[config.mk]
export PLATFORM = sky130hd
export DESIGN_NAME = elastic_pipe_reg
export DESIGN_NICKNAME = d
export VERILOG_FILES = /design/src/rtl/pipe_pkg.sv /design/src/rtl/pipe_skid_buf.sv /design/src/rtl/elastic_pipe_reg.sv
export SDC_FILE = /design/constraint.sdc
export NUM_CORES = 1
export LEC_CHECK = 0
export ABC_AREA = 1
export CAP_MARGIN = 5
export CORE_MARGIN = 2
export CORE_UTILIZATION = 45
export DETAILED_ROUTE_END_ITERATION = 16
export GPL_TIMING_DRIVEN = 0
export PLACE_DENSITY = 0.93
export SLEW_MARGIN = 20
export SYNTH_ARGS = -nofsm -noshare
export SYNTH_HDL_FRONTEND = slang
export SYNTH_HIERARCHICAL = 1
export SYNTH_SLANG_ARGS = --single-unit
[constraint.sdc]
create_clock -name clk_i -period 4 [get_ports clk_i]
set_input_delay 0.4 -clock clk_i [delete_from_list [all_inputs] [get_ports clk_i]]
set_output_delay 0.4 -clock clk_i [all_outputs]
set_load 0.01 [all_outputs]
[src/rtl/pipe_pkg.sv]
// Shared handshake and payload types for the elastic
// stage-boundary registers between core pipeline stages.
package pipe_pkg;

  typedef struct packed {
    logic valid;
    logic ready;
  } pipe_hs_t;

  typedef struct packed {
    logic [31:0] pc;
    logic [31:0] instr;
  } fd_t;

  typedef struct packed {
    logic [31:0] pc;
    logic [4:0]  rd;
    logic [31:0] op_a;
    logic [31:0] op_b;
    logic [5:0]  alu_op;
  } dx_t;

  typedef struct packed {
    logic [31:0] pc;
    logic [4:0]  rd;
    logic [31:0] result;
    logic [31:0] store_data;
    logic        mem_we;
    logic        mem_re;
  } xm_t;

  typedef struct packed {
    logic [4:0]  rd;
    logic [31:0] wb_data;
    logic        wb_en;
  } mw_t;

  // Counts 0..DEPTH stages plus the optional skid entry.
  function automatic int occ_w(input int depth);
    return $clog2(depth + 2);
  endfunction

endpackage

[src/rtl/pipe_skid_buf.sv]
// One-entry skid register that absorbs the beat accepted while
// the chain head is stalled, so ready_o can come from a flop.
module pipe_skid_buf
  import pipe_pkg::*;
#(
  parameter int WIDTH = 64
) (
  input  logic             clk_i,
  input  logic             reset_i,
  input  logic             flush_i,
  input  logic             push_i,
  input  logic             pop_i,
  input  logic [WIDTH-1:0] data_i,
  output logic             valid_o,
  output logic [WIDTH-1:0] data_o
);

  logic             valid_q;
  logic             valid_d;
  logic [WIDTH-1:0] data_q;

  always_comb begin
    valid_d = valid_q;
    if (flush_i) begin
      valid_d = 1'b0;
    end else if (push_i) begin
      valid_d = 1'b1;
    end else if (pop_i) begin
      valid_d = 1'b0;
    end
  end

  always_ff @(posedge clk_i or posedge reset_i) begin
    if (reset_i) begin
      valid_q <= 1'b0;
      data_q  <= '0;
    end else begin
      valid_q <= valid_d;
      if (push_i) begin
        data_q <= data_i;
      end
    end
  end

  assign valid_o = valid_q;
  assign data_o  = data_q;

endmodule

[src/rtl/elastic_pipe_reg.sv]
// Elastic valid/ready register chain with bubble collapse, flush,
// optional registered-ready skid entry and a saturating stall count.
module elastic_pipe_reg
  import pipe_pkg::*;
#(
  parameter int WIDTH     = 64,
  parameter int DEPTH     = 1,
  parameter int REG_READY = 0,
  parameter int CNT_W     = 16,
  localparam int OCC_W    = occ_w(DEPTH)
) (
  input  logic             clk_i,
  input  logic             reset_i,
  input  logic             flush_i,
  input  logic             valid_i,
  output logic             ready_o,
  input  logic [WIDTH-1:0] data_i,
  output logic             valid_o,
  input  logic             ready_i,
  output logic [WIDTH-1:0] data_o,
  output logic [OCC_W-1:0] occupancy_o,
  output logic [CNT_W-1:0] stall_cnt_o
);

  logic [DEPTH-1:0] v_q;
  logic [DEPTH-1:0] v_d;
  logic [DEPTH-1:0] adv;
  logic [DEPTH-1:0] up_v;
  logic [WIDTH-1:0] d_q  [DEPTH];
  logic [WIDTH-1:0] up_d [DEPTH];

  logic             src_v;
  logic [WIDTH-1:0] src_d;
  logic             in_fire;
  logic             out_fire;
  pipe_hs_t         in_hs;
  pipe_hs_t         out_hs;

  logic [OCC_W-1:0] occ_q;
  logic [OCC_W-1:0] occ_d;
  logic [CNT_W-1:0] stall_q;
  logic [CNT_W-1:0] stall_d;

  assign in_hs    = '{valid: valid_i, ready: ready_o};
  assign out_hs   = '{valid: v_q[DEPTH-1], ready: ready_i};
  assign in_fire  = in_hs.valid & in_hs.ready;
  assign out_fire = out_hs.valid & out_hs.ready;

  // A stage advances if the consumer takes data or any stage
  // at or downstream of it is empty.
  always_comb begin
    adv = '0;
    for (int k = 0; k < DEPTH; k++) begin
      adv[k] = ready_i;
      for (int j = k; j < DEPTH; j++) begin
        if (!v_q[j]) begin
          adv[k] = 1'b1;
        end
      end
    end
  end

  if (REG_READY != 0) begin : g_skid
    logic             skid_v;
    logic [WIDTH-1:0] skid_d;

    pipe_skid_buf #(
      .WIDTH(WIDTH)
    ) u_skid (
      .clk_i  (clk_i),
      .reset_i(reset_i),
      .flush_i(flush_i),
      .push_i (in_fire & ~adv[0]),
      .pop_i  (adv[0]),
      .data_i (data_i),
      .valid_o(skid_v),
      .data_o (skid_d)
    );

    assign ready_o = ~skid_v;
    assign src_v   = skid_v | in_fire;
    assign src_d   = skid_v ? skid_d : data_i;
  end else begin : g_comb
    assign ready_o = adv[0];
    assign src_v   = valid_i;
    assign src_d   = data_i;
  end

  for (genvar k = 0; k < DEPTH; k++) begin : g_stage
    if (k == 0) begin : g_head
      assign up_v[k] = src_v;
      assign up_d[k] = src_d;
    end else begin : g_body
      assign up_v[k] = v_q[k-1];
      assign up_d[k] = d_q[k-1];
    end
    assign v_d[k] = flush_i ? 1'b0 : (adv[k] ? up_v[k] : v_q[k]);
  end

  always_comb begin
    occ_d = occ_q;
    if (flush_i) begin
      occ_d = '0;
    end else if (in_fire && !out_fire) begin
      occ_d = occ_q + 1'b1;
    end else if (!in_fire && out_fire) begin
      occ_d = occ_q - 1'b1;
    end
  end

  always_comb begin
    stall_d = stall_q;
    if (out_hs.valid && !out_hs.ready && !flush_i && !(&stall_q)) begin
      stall_d = stall_q + 1'b1;
    end
  end

  always_ff @(posedge clk_i or posedge reset_i) begin
    if (reset_i) begin
      v_q     <= '0;
      occ_q   <= '0;
      stall_q <= '0;
      for (int k = 0; k < DEPTH; k++) begin
        d_q[k] <= '0;
      end
    end else begin
      v_q     <= v_d;
      occ_q   <= occ_d;
      stall_q <= stall_d;
      for (int k = 0; k < DEPTH; k++) begin
        if (adv[k]) begin
          d_q[k] <= up_d[k];
        end
      end
    end
  end

  assign valid_o     = v_q[DEPTH-1];
  assign data_o      = d_q[DEPTH-1];
  assign occupancy_o = occ_q;
  assign stall_cnt_o = stall_q;

endmodule

* After elaboration in Yosys (flattened, before gate mapping) *
Index checks and enable logic that the tools add are counted.

word-level totals
  register bits = 83
  input bits = 69
  output and inout port bits = 84
  word-level logic and storage cells = 28

cells by class
  multiplexer cells = 6
  bitwise operators = 2
  $add $sub $neg = 3
  reduce and logical (&&, ||, !) cells = 13

operators with widths
  cell                                                                count
  16-bit by 1-bit adder with 16-bit output, second input constant     1
  16-bit AND reduction                                                1
  2-bit 2-to-1 mux                                                    3
  1-bit logical AND                                                   5
  1-bit logical NOT                                                   5
  1-bit 2-to-1 mux                                                    3
  3-bit nonzero test                                                  1
  2-bit by 1-bit adder with 2-bit output, second input constant       1
  1-bit AND                                                           2
  2-bit nonzero test                                                  1
  2-bit by 1-bit subtractor with 2-bit output, second input constant  1

* Depth between registers and ports, before layout *
Gate-level depths: netlist of the first run.

  word-level depth = 7
  gate-level depth with buffers = 9
  gate-level depth less buffers = 8

* Worst setup path before layout of the first run *
No wires, ideal clock.

  path type = reg2reg
  start point = reg stall_q[0] (netlist: stall_cnt_o[0])
  end point = reg stall_q[4] (netlist: stall_cnt_o[4])
  setup time = 0.116 ns
  period minus slack after synthesis = 1.655 ns
  slack = 2.345 ns
  buffers on the path = 1
  arrival time = 1.538 ns
  data required time = 3.884 ns
  cell stages (with the launch flop) = 10
  path through = dfrtp_1 > ha_1 > inv_1 > nor2_8 > nand2_4 > o21ai_4 > inv_4 > buf_6 > nand2_1 > nand2_1

between the ends
  word-level cells in the longest chain between the ends = 3
  elaborated cells between the ends (all ways) = 4
  those cells by class = add/sub (1); reduce/logical (3)

RTL lines
  element                                                                           line                     text
  from (decl)                                                                       elastic_pipe_reg.sv:41   logic [CNT_W-1:0] stall_q;
  from (signal assigned)                                                            elastic_pipe_reg.sv:129  stall_q <= stall_d;
  branches (longest 3 deep; another with 16-bit by 1-bit adder with 16-bit output)  n/a

Parallel ways; which one is timed is not known.
A chain may end at the register's enable or synchronous reset.

* Worst setup path after layout of the first run *
  start point = in ready_i
  end point = out ready_o

between the ends
  word-level cells in the longest chain between the ends = 1

RTL lines
  element           line                    text
  from (decl)       elastic_pipe_reg.sv:19  input logic ready_i,
  1-bit 2-to-1 mux  elastic_pipe_reg.sv:56  if (!v_q[j]) begin
  to (decl)         elastic_pipe_reg.sv:16  output logic ready_o,

No other way between the ends.

==> qor.yml, run 1 <==
run_status: "completed"
num_cts_buffers: 9
initial_detailed_routing_violation_count: 50
worstPathArrival_ns: 1.96
vias_in_the_first_global_route: 2914
grt_antenna_before_repair: 0
post_route_cells_drive_above_1_share: 0.206
syn2layout_area_growth_pct: 54.1
grt_first_pass_wirelength_um: 14400
fin_util: 0.708
synth-adder-area-share: 0.00354
max-vdd-ir-drop_mv: 0.240
vias_per_cell: 4.85
ctsHoldBuffers: 0
syn-instance-count: 301
cts_setup_buffers: 0
portBuffers: 152
finalHoldViolCount: 0
maximum_achievable_frequency_mhz: 424
area_fraction_in_compound_gates_after_synthesis: 0.0191
place_hpwl_um: 6790
largest_family_of_logic_cells_by_synthesized_area: "multiplexers"
count_of_antenna_diodes_in_the_layout: 0
finalSetupViolations: 0
cts_root_buffer: "clkbuf_8"
rsz0062_at_grt: "false"
worst-r2r-setup-slack_ns: 2.12
holdCritPathClass: "in2async"
clk_transition_reported_paths_ns: 0.08
critical_path_maximum_fanout: 10
grt_start_max_net_pins: 53
design.core.area_um2: 7690
die_h_um: 92.6
mostFrequentLayoutCell: "clkdlybuf4s50_1"
placementRows: 32
design.final.nets: 535
postSynthAreaPerCell_um2: 11.7
cts_resized: 0
max_slew.worst_pin.slew_ns: 0.423
cts_tree: "done"
final_area_um2: 5450
critPathCaptureType: "primary output"
gpl.final_weighted_congestion: 0.807
yosysSeqAreaShare: 0.588
worstSkewPairLatency_ns: 0.35
final.min_clock_period_ns: 2.36
drv_cap: 0
postPlaceCellArea_um2: 5210
overflow: 0
post_synth_xor_area_fraction: 0.0223
timing.setup.critical_path_class: "in2out"
die_area_um2: 8580
ctsHtreeMaxLevel: 3
powerDensity_nw_per_um2: 375
worst_slew_margin_rel: 0.718
postSynthRegisterBits: 83
critPathLaunchType: "input pin"
starting_density_of_the_core: 0.460
timing_max_transition_violations_final: 0
grt_usage: 0.214
synthSimpleGateAreaFrac: 0.132
route.final.wire_length_um: 8910
layout_common_cells: "clkdlybuf4s50_1 (152), dfrtp_1 (83), nand2_1 (79)"
fin_crit_sh: 0.589
route.detailed.wl_per_inst_um: 15.6
clock-sinks: 83
required_ns: 3.60
num_io_pins: 153
power.leakage_nw: 2.35
floorplan.die.width_um: 92.6
vias: 2772
final.setup.tns_ns: 0
synth.distinct_cells: 22
drc_violations_left: 0
detailedRoute.firstPassIterationCount: 4
netlist_area_um2: 3530
fin_skew_ns: 0.00931
clk_path_buf_depth: 2
syn_nets: 371
synth.yosys.warnings: 6
synth.area.mux_share: 0.204
antenna_left: 0
[state kept, by name, indices dropped and copies added (netlist names)]
signal	count
data_o	64
valid_o	1
stall_cnt_o	16
occupancy_o	2
[synthesized netlist by cell type]
master,number,share of area
inv_1,13,0.014
o21ai_0,4,0.0057
xor2_1,2,0.0050
a21oi_1,1,0.0014
nand3_1,7,0.0099
a31oi_1,1,0.0018
nand2_4,1,0.0032
xnor2_1,7,0.017
o21ai_1,4,0.0057
nand2_1,79,0.084
nor2_4,1,0.0032
nor2_1,16,0.017
ha_1,1,0.0035
nand2_2,1,0.0018
inv_4,1,0.0018
dfrtp_1,83,0.59
nand4_1,4,0.0071
buf_2,7,0.0099
mux2_2,64,0.20
buf_6,2,0.0064
o21ai_4,1,0.0046
nor2_8,1,0.0057
[worst paths after layout]
kind | from | to | cells past startpoint
hold / removal | reset_i | data_o[39] | 2
hold reg to reg | data_o[59] | data_o[59] | 1
setup / recovery | ready_i | ready_o | 5
min in group clk_i | data_o[59] | data_o[59] | 1
setup reg to reg | stall_cnt_o[0] | stall_cnt_o[13] | 9
max in group asynchronous | reset_i | valid_o | 3
[worst max-delay path: stages]
cell	delay (ns)
clkdlybuf4s50_1	0.51
inv_1	0.05
nand2_1	0.15
buf_2	0.27
clkdlybuf4s50_1	0.58
[cell families after synthesis]
family / after synthesis
simple gates: 110
buf+inv: 23
mux: 64
fa+ha+maj: 1
xor+xnor: 9
compound gates: 11
flops: 83
[per-stage QoR]
step | setup slack [ns] | instances | power, mW | hold slack [ns]
6_report | 1.64 | 572 | 2.04 | 0.406
5_1_grt | 1.52 | 572 | 2.13 | 0.435
4_1_cts | 1.62 | 572 | 2.06 | 0.409
3_5_place_dp | 1.63 | 556 | 1.38 | 0.494
3_3_place_gp | 0.261 | 555 | 1.35 | 0.488
2_1_floorplan | 1.46 | 301 | 1.13 | 0.463
[where the power goes]
part           switching [mW]  leakage (nW)  internal, mW
registers              0.0512          1.00         0.906
logic                   0.152          1.23         0.248
clock network           0.307         0.117         0.375
total                   0.510          2.35          1.53
[layout make-up]
type / instances / area (um2)
timing repair buffer: 153 / 1550
sequential: 83 / 2080
tap: 102 / 128
multi-input combinational: 195 / 1350
buffer: 9 / 57.6
clock buffer: 10 / 138
fill: 546 / 2240
clock inverter: 6 / 95.1
inverter: 14 / 57.6
[metal layers]
| metal | track usage | wire length [um] |
|---|---|---|
| met5 | 0 | 0 |
| met3 | 0.0496 | 676 |
| met2 | 0.389 | 4610 |
| met4 | 0.0723 | 129 |
| met1 | 0.249 | 3490 |
No activity file was read; power rests on OpenSTA's default activity.
==> run 2, diff against run 1 <==
- CORE_UTILIZATION: 45 -> 42
- PLACE_DENSITY: 0.93 -> 0.88
- clock period: 4 -> 2.3 ns (I/O delays scaled with it)
==> run 2 against run 1 <==
  * Count of clock-buffer cells in the layout is 1 lower
  * Non-clock buffer count grew 1
  * Utilization is 4.0 points lower
  * Sequential share of layout area is 0.10 points lower
  * Register-to-register slack got worse by 1.6 ns
  * Global-route usage decreased by 2.4 points
  * Flip-flop and latch count is the same
  * Clock power increased by 70%
  * Wire length down 1.6%
  * Combinational power rose by 75%
==> qor.yml, run 2 (same netlist as run 1, synthesis figures left out) <==
run_status: "completed"  # unchanged
portBuffers: 152  # unchanged
fin_util: 0.668  # was 0.708
worst_slack_ns: 0.275  # was 1.64 ns
ctsHoldBuffers: 0  # unchanged
grt_antenna_before_repair: 0  # unchanged
rsz0062_at_grt: "false"  # unchanged
vias: 2761  # was 2772
layout.area.seq_um2: 2080  # unchanged
r2r.worst_path.cells: 9  # unchanged
pre_cts_slack_ns: 0.279  # was 1.63 ns
num_cts_buffers: 9  # unchanged
crit_slowest_cell: "clkdlybuf4s50_1"  # unchanged
max_slew.worst_pin.slew_ns: 0.620  # was 0.423 ns
antenna_left: 0  # unchanged
mostFrequentLayoutCell: "clkdlybuf4s50_1"  # unchanged
startpoint: "ready_i"  # unchanged
grt_first_pass_wirelength_um: 13200  # was 14400 um
grt_usage: 0.190  # was 0.214
floorplan.die.width_um: 95.7  # was 92.6 um
internal-power_mw: 2.63  # was 1.53 mW
largest_reg_flops: 64  # unchanged
starting_density_of_the_core: 0.432  # was 0.460
timing.setup.critical_path_class: "in2out"  # unchanged
ctsHtreeMaxLevel: 3  # unchanged
max-vdd-ir-drop_mv: 0.322  # was 0.240 mV
critical_path_maximum_fanout: 10  # unchanged
drv_cap: 0  # unchanged
share_comb_of_total_power: 0.199  # was 0.196
path_cells: "clkdlybuf4s50_1 > inv_1 > nand2_1 > buf_2 > clkdlybuf4s50_1"  # unchanged
design.final.nets: 536  # was 535
drc_violations_left: 0  # unchanged
power.switching_fraction: 0.254  # was 0.250
design.core.area_um2: 8180  # was 7690 um2
cts_setup_buffers: 0  # unchanged
cp_slowest_stage_delay_ns: 0.58  # about the same
critPathLaunchType: "input pin"  # unchanged
finalHoldViolCount: 0  # unchanged
worst_setup_path_endpoint: "ready_o"  # unchanged
layout_common_cells: "clkdlybuf4s50_1 (152), dfrtp_1 (83), nand2_1 (79)"  # unchanged
power.share.clock: 0.329  # was 0.335
vias_in_the_first_global_route: 2725  # was 2914
cpMostUsedCell: "clkdlybuf4s50_1"  # unchanged
power.leakage_nw: 2.35  # about the same
filler_cell_count: 601  # was 546
worst-r2r-setup-slack_ns: 0.49  # was 2.12 ns
die_area_um2: 9170  # was 8580 um2
fin_skew_ns: 0.00837  # was 0.00931 ns
timing.rr.end: "stall_cnt_o[13]"  # unchanged
cts_root_buffer: "clkbuf_8"  # unchanged
seq_power_share: 0.472  # was 0.469
initial_detailed_routing_violation_count: 48  # was 50
clk_path_buf_depth: 2  # unchanged
critPathCaptureType: "primary output"  # unchanged
clk_transition_reported_paths_ns: 0.09  # was 0.08 ns
count_of_antenna_diodes_in_the_layout: 0  # unchanged
grt_start_max_net_pins: 36  # was 53
route.detailed.wl_per_inst_um: 15.2  # was 15.6 um
powerDensity_nw_per_um2: 646  # was 375 nW/um2
die_h_um: 95.7  # was 92.6 um
final.setup.tns_ns: 0  # unchanged
syn2layout_area_growth_pct: 54.5  # was 54.1%
holdCritPathClass: "in2async"  # unchanged
fin_crit_sh: 0.881
required_ns: 2.07  # was 3.60 ns
timing_max_transition_violations_final: 0  # unchanged
multi_input_area_um2: 1350  # unchanged
total_power_mw: 3.53  # was 2.04 mW
overflow: 0  # unchanged
cts_tree: "done"  # unchanged
worst_slew_margin_rel: 0.586  # was 0.718
vias_per_cell: 4.79  # was 4.85
placementRows: 33  # was 32
num_io_pins: 153  # unchanged
netSwitchingPower_mw: 0.897  # was 0.510 mW
detailedRoute.firstPassIterationCount: 4  # unchanged
clock-sinks: 83  # unchanged
final.min_clock_period_ns: 2.03
finalSetupViolations: 0  # unchanged
worstPathArrival_ns: 1.80  # was 1.96 ns
worst_hold_slack_ns: 0.301  # was 0.406 ns
reg2reg_from: "stall_cnt_o[0]"  # unchanged
cts_resized: 0  # unchanged
route.final.wire_length_um: 8770  # was 8910 um
maximum_achievable_frequency_mhz: 494
worstSkewPairLatency_ns: 0.34  # was 0.35 ns
post_route_cells_drive_above_1_share: 0.208  # was 0.206
gpl.final_weighted_congestion: 0.830  # was 0.807
place_hpwl_um: 6800  # was 6790 um
## run 2: per-stage QoR
stage | cells | instance area [um2]
2_1_floorplan | 301 | 3540
3_3_place_gp | 558 | 5190
3_5_place_dp | 560 | 5240
4_1_cts | 576 | 5460
5_1_grt | 576 | 5460
6_report | 576 | 5460
## run 2: per-layer routing
metal	share of wire	up-vias	track usage
li1	-	1324	-
met1	0.40	1317	0.222
met2	0.50	110	0.337
met3	0.083	10	0.0431
met4	0.017	0	0.0786
met5	0	-	0
## run 2: layout make-up
cell class              count  share of cell area
clock buffers               9              0.0227
repair buffers            154               0.287
multi-input cells         195               0.246
well taps                 105              0.0241
plain buffers               9              0.0105
flip-flops and latches     83               0.380
clock inverters             7              0.0181
inverters                  14              0.0108
## run 2: worst max-delay path, delay by kind of cell
family / cells / cell delay, ns
AND/OR/NAND/NOR: 1 / 0.13
buffers and inverters: 4 / 1.42
## run 2: worst min path at each step
stage | startpoint | to | slack [ns] | depth (start not counted)
2_1_floorplan | flush_i | valid_o | 0.29 | 1
3_3_place_gp | data_o[8] | data_o[8] | 0.49 | 1
3_5_place_dp | data_o[59] | data_o[59] | 0.49 | 1
4_1_cts | reset_i | data_o[6] | 0.31 | 2
5_1_grt | reset_i | data_o[8] | 0.37 | 2
6_report | reset_i | data_o[62] | 0.30 | 2
## run 2: power groups by stage
stage,logic [mW],clock network [mW],registers (mW)
after floorplan,0.225,0,1.74
after global placement,0.678,0,1.69
after detailed placement,0.706,0,1.70
after CTS,0.709,1.19,1.67
after global routing,0.754,1.26,1.68
final,0.701,1.16,1.67
